$ cat config.mk
export PLATFORM = sky130hd
export DESIGN_NAME = rr_chan_mux
export DESIGN_NICKNAME = d
export VERILOG_FILES = /design/src/rtl/rr_chan_mux.sv
export SDC_FILE = /design/constraint.sdc
export NUM_CORES = 1
export LEC_CHECK = 0
export ABC_AREA = 0
export CAP_MARGIN = 20
export CORE_UTILIZATION = 40
export DETAILED_ROUTE_END_ITERATION = 16
export PLACE_DENSITY = 0.88
export SKIP_LAST_GASP = 1
export SLEW_MARGIN = 20
export SYNTH_ARGS = -nofsm -noshare
export SYNTH_HDL_FRONTEND = slang
export SYNTH_SLANG_ARGS = --single-unit
$ cat constraint.sdc
create_clock -name clk -period 8.35 [get_ports clk]
set_clock_uncertainty 0.05 [all_clocks]
set_input_delay 2.0875 -clock clk [delete_from_list [all_inputs] [get_ports clk]]
set_output_delay 2.0875 -clock clk [all_outputs]
set_load 0.01 [all_outputs]
$ cat src/rtl/rr_chan_mux.sv
// N-to-1 channel mux, round-robin or fixed-priority arbitration, packet lock; optional RR_MUX_GRANT_CNT_EN counters.
// Latency: an accepted beat appears on out_* one cycle later; 1 beat/cycle with out_ready held high.
// Backpressure: out_valid && !out_ready holds the output register, drops every in_ready and freezes FSM/ptr.
module rr_chan_mux #(
    parameter int NUM_CH = 5,
    parameter int WIDTH  = 8,
    parameter int CNT_W  = 16
) (
    input  logic                      clk,
    input  logic                      rst,
    input  logic                      prio_mode,
    input  logic [NUM_CH-1:0]         in_valid,
    input  logic [NUM_CH-1:0]         in_last,
    input  logic [NUM_CH*WIDTH-1:0]   in_data,
    output logic [NUM_CH-1:0]         in_ready,
    output logic                      out_valid,
    output logic [WIDTH-1:0]          out_data,
    output logic                      out_last,
    output logic [$clog2(NUM_CH)-1:0] out_ch,
    input  logic                      out_ready,
    output logic [NUM_CH*CNT_W-1:0]   grant_cnt
);
    localparam int IDX_W = $clog2(NUM_CH);
    typedef logic [IDX_W-1:0] idx_t;
    typedef enum logic {ARB, LOCK} state_t;

    state_t state, state_nxt;
    idx_t   ptr, ptr_nxt;
    idx_t   lock_ch, lock_ch_nxt;
    logic   lock_mode, lock_mode_nxt;
    idx_t   lo_idx, hi_idx, sel;
    logic   lo_found, hi_found;
    logic   eff_mode, load, grant_en, accept, acc_last;

    // lo_* is the lowest valid index overall; hi_* the lowest valid index at or above ptr.
    always_comb begin
        lo_found = 1'b0;
        lo_idx   = '0;
        hi_found = 1'b0;
        hi_idx   = '0;
        for (int i = NUM_CH - 1; i >= 0; i--) begin
            if (in_valid[i]) begin
                lo_found = 1'b1;
                lo_idx   = idx_t'(i);
                if (i >= int'(ptr)) begin
                    hi_found = 1'b1;
                    hi_idx   = idx_t'(i);
                end
            end
        end
    end

    // The mode captured at arbitration governs the whole packet, including the ptr update on its last beat.
    assign eff_mode = (state == ARB) ? prio_mode : lock_mode;
    assign load     = !out_valid || out_ready;
    assign grant_en = (state == LOCK) || lo_found;

    always_comb begin
        sel = lo_idx;
        if (state == LOCK) begin
            sel = lock_ch;
        end else if (!prio_mode && hi_found) begin
            sel = hi_idx;
        end
    end

    assign in_ready = (load && grant_en && !rst) ? (NUM_CH'(1) << sel) : '0;
    assign accept   = load && grant_en && !rst && in_valid[sel];
    assign acc_last = in_last[sel];

    always_comb begin
        state_nxt     = state;
        lock_ch_nxt   = lock_ch;
        lock_mode_nxt = lock_mode;
        ptr_nxt       = ptr;
        case (state)
            ARB: begin
                if (accept && !acc_last) begin
                    state_nxt     = LOCK;
                    lock_ch_nxt   = sel;
                    lock_mode_nxt = prio_mode;
                end
            end
            LOCK: begin
                if (accept && acc_last) begin
                    state_nxt = ARB;
                end
            end
            default: state_nxt = ARB;
        endcase
        if (accept && acc_last && !eff_mode) begin
            ptr_nxt = (sel == idx_t'(NUM_CH - 1)) ? '0 : sel + idx_t'(1);
        end
    end

    always_ff @(posedge clk) begin
        if (rst) begin
            state     <= ARB;
            ptr       <= '0;
            lock_ch   <= '0;
            lock_mode <= 1'b0;
        end else begin
            state     <= state_nxt;
            ptr       <= ptr_nxt;
            lock_ch   <= lock_ch_nxt;
            lock_mode <= lock_mode_nxt;
        end
    end

    always_ff @(posedge clk) begin
        if (rst) begin
            out_valid <= 1'b0;
            out_data  <= '0;
            out_last  <= 1'b0;
            out_ch    <= '0;
        end else if (load) begin
            out_valid <= accept;
            if (accept) begin
                out_data <= in_data[int'(sel) * WIDTH +: WIDTH];
                out_last <= acc_last;
                out_ch   <= sel;
            end
        end
    end

`ifdef RR_MUX_GRANT_CNT_EN
    logic [NUM_CH-1:0][CNT_W-1:0] cnt;

    always_ff @(posedge clk) begin
        if (rst) begin
            cnt <= '0;
        end else begin
            for (int i = 0; i < NUM_CH; i++) begin
                if (accept && sel == idx_t'(i) && cnt[i] != {CNT_W{1'b1}}) begin
                    cnt[i] <= cnt[i] + CNT_W'(1);
                end
            end
        end
    end

    assign grant_cnt = cnt;
`else
    assign grant_cnt = '0;
`endif

endmodule

==> Yosys cells after proc, flatten, opt, wreduce, memory -nomap -nowiden <==
Index checks and enable logic that the tools add are counted.
{ "word_totals": {"register_bits": 21, "in_bits": 54, "output_inout_bits": 98, "word_cells": 77} }
{ "classes": {"n_addsub": 1, "order_cmp": 6, "n_eq_ne": 1, "shifts": 2, "mux": 42, "bitwise_logic": 1, "n_reduce_logical": 16} }
{ "op_table": {"columns": ["cell", "n"], "rows": [
  ["$mux W3", 18],
  ["$shiftx A40 B7 Y8", 1],
  ["$mux W1", 20],
  ["$logic_and A1 B1 Y1", 7],
  ["$bmux W1 S3", 2],
  ["$ge A1 B3 Y1 const A", 2],
  ["$ge A2 B3 Y1 const A", 2],
  ["$logic_not A1 Y1", 5],
  ["$mux W5", 1],
  ["$shl A1 B3 Y5 const A", 1],
  ["$lt A3 B4 Y1 const B", 1],
  ["$reduce_and A2 Y1", 2],
  ["$add A3 B1 Y3 const B", 1],
  ["$eq A3 B3 Y1 const B", 1],
  ["$ge A3 B3 Y1 const A", 1],
  ["$logic_or A1 B1 Y1", 2],
  ["$pmux W1 S2", 1],
  ["$not A1 Y1", 1]
]} }

==> Logic depth before layout (Yosys ltp) <==
{ "depth": {"word_depth": 20, "ltp_mapped": 11, "mapped_depth_nobuf": 9} }

==> Least setup slack after synthesis <==
Ideal clock, no wire load.
{ "synth_path": {"path_type": "input to output", "startpoint": "input in_valid[0]", "endpoint": "output in_ready[3]", "t_arrival_ns": 4.048, "t_required_ns": 6.213, "slack_ns": 2.164, "cell_stages": 11, "n_path_buf": 3, "path_cell_list": "buf_4 -> nor3b_1 -> a311oi_1 -> a311oi_2 -> nor2_2 -> buf_2 -> buf_2 -> ha_1 -> ha_1 -> inv_1 -> nor2_1"} }
{ "synth_via": {"elab_chain_cells": 6, "word_cells_on_any_way": 12, "classes_between": "shift (1); mux (7); reduce/logical (4)"} }
{ "synth_rtl": {"columns": ["item", "line", "text"], "rows": [
  ["start, declared", "12", "input logic [NUM_CH-1:0] in_valid,"],
  ["$mux W1", "42", "if (in_valid[i]) begin"],
  ["$logic_and A1 B1 Y1", "62", "end else if (!prio_mode && hi_found) begin"],
  ["$mux W3", "62", null],
  ["$mux W3", "60", "if (state == LOCK) begin"],
  ["$shl A1 B3 Y5", "67", "assign in_ready = (load && grant_en && !rst) ? (NUM_CH'(1) << sel) : '0;"],
  ["$mux W5 *", "67", null],
  ["end, declared", "15", "output logic [NUM_CH-1:0] in_ready,"]
]} }
Every way passes the cells marked *; elsewhere a longest branch is shown, timed or not.

==> Worst setup path after layout <==
{ "layout_path": {"startpoint": "input in_valid[3]", "endpoint": "output in_ready[3]"} }
{ "layout_via": {"elab_chain_cells": 12, "word_cells_on_any_way": 30, "classes_between": "shift (1); mux (25); reduce/logical (4)"} }
{ "layout_rtl": {"columns": ["item", "line", "text"], "rows": [
  ["$mux W1", "42", null],
  ["$mux W1", "45", "if (i >= int'(ptr)) begin"],
  ["$mux W1", "42", null],
  ["$mux W1", "45", null],
  ["$mux W1", "42", null],
  ["$mux W1", "45", null],
  ["$mux W1", "42", null],
  ["$logic_and A1 B1 Y1", "62", null],
  ["$mux W3", "62", null],
  ["$mux W3", "60", null],
  ["$shl A1 B3 Y5", "67", null],
  ["$mux W5 *", "67", null]
]} }
Marks and branches as above.

==> metrics.cfg <==
[run_status]
status = finished with violations
violations = DRC

[clock_network]
insertion_delay_ns = 0.27
cts.sinks = 21
cts_buffer_depth = 2
post_cts_resized = 0
cts_htree_levels = 1
clockRootBuffer = clkbuf_8
postCtsHoldBufs = 0
numCtsBuffers = 3
post_cts_buffers = 0
clk_pin_slew_ns = 0.07
cts_tree = done

[final_layout]
final_cell_mix = 80 x conb_1, 71 x clkdlybuf4s50_1, 40 x nand2_1
num_antenna_cells = 0
final_common_cell = conb_1
drive_gt1_frac = 0.05510
synthToLayoutAreaGrowth_pct = 21.12
layout.nets = 423

[flow_run]
maxCapViolations = 0

[route]
drtPass1Iterations = 10
wl_microns = 5423
vias_per_cell = 4.752
post_drt_wl_per_cell_microns = 12.47
num_vias = 2067
drc = 2
drt-initial-drc-count = 93
ant_nets = 0

[floorplanning]
io_pins = 152
fp.dieW_microns = 77.62
rows = 27
die_h_microns = 77.62
fp.dieArea_sq_um = 6024
core_sq_um = 5507
start_util = 0.4154

[power]
p_int_uw = 361.3
ir_drop_mv = 0.1207
swShare = 0.4698
power_frac_comb = 0.663
power_density_nw_per_um2 = 246.0
p_switching_uw = 320.1
power_uw = 681.4
power_leakage_uw = 0.001225
power_frac_seq = 0.236
p_clk_frac = 0.101

[setup_path]
arrival_ns = 5.07
crit_path_top_delay_cell = clkdlybuf4s50_1
r2r_end = ptr[2]$_SDFFE_PP0P_
worst_r2r_path_depth = 8
rrSetupSlack_ns = 5.04
critical_path_required_ns = 6.21
cp_cell_sequence = clkdlybuf4s50_1 > nor2_1 > a2111o_1 > a211o_1 > inv_2 > ha_1 > ha_1 > inv_1 > nor2_1 > clkdlybuf4s50_1
critPathCapture = in_ready[3]
crit_type = input port to output pin
endpoint_kind = output pin
r2r_start = ptr[1]$_SDFFE_PP0P_
path_max_fanout = 15
cp-startpoint = in_valid[3]
slowest_delay_ns = 0.60
start_kind = input port

[timing]
grt_setup_unrepaired = false
period_share = 0.8633
period_minus_slack_ns = 7.209
tns_ns = 0
max_slew_margin = 0.5109
final_hold_viol_count = 0
fmax_mhz = 138.7
maxSlewViolCount = 0
finalSetupViolCount = 0
worst_slew_pin_slew_ns = 0.7314

[synth]
synth-seq-area-share = 0.1838
avgSynthCellArea_sq_um = 7.599
yosysUniqueCellTypes = 51
syn_area_sq_um = 2287
synth-seq-cells = 21
synth_ff_type = dfxtp_1
syn_inst = 301
async_reset_ff_frac = 0
yosysWarnings = 0
synth-edff-count = 0

[grt]
grt_pass1_wl_microns = 8349
grt_overflow = 0
track_usage = 0.1717
antenna_found_initial = 0
grt_pass1_vias = 1757
grt_max_degree = 24

[placed_design]
gp_congestion = 0.8139
port_buffers = 71
dp_hpwl_microns = 4238

[min_path]
holdCritStartpoint = out_data[3]$_SDFFE_PP0P_
hp-class = flop to flop

per-stage QoR:
step | std cells | util | setup slack (ns) | hold slack, ns | area (sq um)
6_report | 435 | 0.5031 | 1.141 | 0.4439 | 2770
5_1_grt | 435 | 0.5031 | 0.9061 | 0.4684 | 2770
4_1_cts | 435 | 0.5031 | 1.154 | 0.4436 | 2770
3_5_place_dp | 431 | 0.4942 | 1.175 | 0.4220 | 2721
3_3_place_gp | 431 | 0.4942 | 1.220 | 0.4128 | 2721
2_1_floorplan | 380 | - | 2.164 | 0.4022 | 2584
registers in the layout, summed over array words and instances (netlist names), named ones only:
name,flops
lock_ch,3
out_last,1
ptr,3
out_ch,3
out_data,8
lock_mode,1
out_valid,1
power groups by stage:
stage,registers [uW],logic (uW),clock network (uW)
5_1_grt,164,503,75.8
3_3_place_gp,162,440,0
2_1_floorplan,156,352,0
4_1_cts,161,452,70.1
3_5_place_dp,162,449,0
6_report,161,452,68.8
metal layers:
metal / wire (microns) / track usage / part of all wire / vias to the layer above
met5: 0 / 0 / 0 / -
li1: - / - / - / 998
met4: 83 / 0.04906 / 0.015 / 0
met3: 410 / 0.03647 / 0.076 / 9
met1: 2250 / 0.2080 / 0.41 / 949
met2: 2678 / 0.3027 / 0.49 / 111
critical path: cells and delay by family:
family	cells	cell delay, ns
adder cells (fa/ha/maj)	2	0.35
AND/OR/NAND/NOR	2	0.21
AO/OA/AOI/OAI	2	0.90
buffers and inverters	4	1.53
cell type report:
class / instances / area, sq um
clock inverters: 1 / 7.507
fillers: 556 / 2736
well taps: 72 / 90.09
inverters: 7 / 26.28
clock buffers: 3 / 41.29
repair buffers: 72 / 718.2
multi-input cells: 259 / 1466
flip-flops and latches: 21 / 420.4
cell families after synthesis:
logic type,share of synthesized area
flops,0.1838
compound gates,0.1597
mux,0.06947
fa+ha+maj,0.02735
simple gates,0.2533
other cells,0.001640
buf+inv,0.3047
synthesized netlist by cell type, drive strengths merged, types with 2 or more instances:
library cell,instances,area share
a21oi,7,0.015
a311oi,2,0.010
a32oi,10,0.042
and2,3,0.0082
buf,88,0.29
clkbuf,5,0.0082
dfxtp,21,0.18
ha,5,0.027
inv,6,0.0098
mux2,4,0.021
mux2i,11,0.048
nand2,40,0.066
nand2b,8,0.022
nand3,24,0.057
nand3b,9,0.030
nor2,15,0.026
nor2b,5,0.014
nor3,2,0.011
o211a,2,0.0088
o21a,2,0.0066
o21ai,13,0.032
o31ai,2,0.0066
worst min path at each step:
stage	cells after the start	to
floorplan	2	lock_ch[2]$_SDFFE_PP0P_
global placement	2	lock_ch[2]$_SDFFE_PP0P_
detailed placement	2	out_data[3]$_SDFFE_PP0P_
CTS	2	out_data[3]$_SDFFE_PP0P_
global route	2	lock_ch[2]$_SDFFE_PP0P_
finish	2	out_data[3]$_SDFFE_PP0P_
No activity file was read; power rests on OpenSTA's default activity.
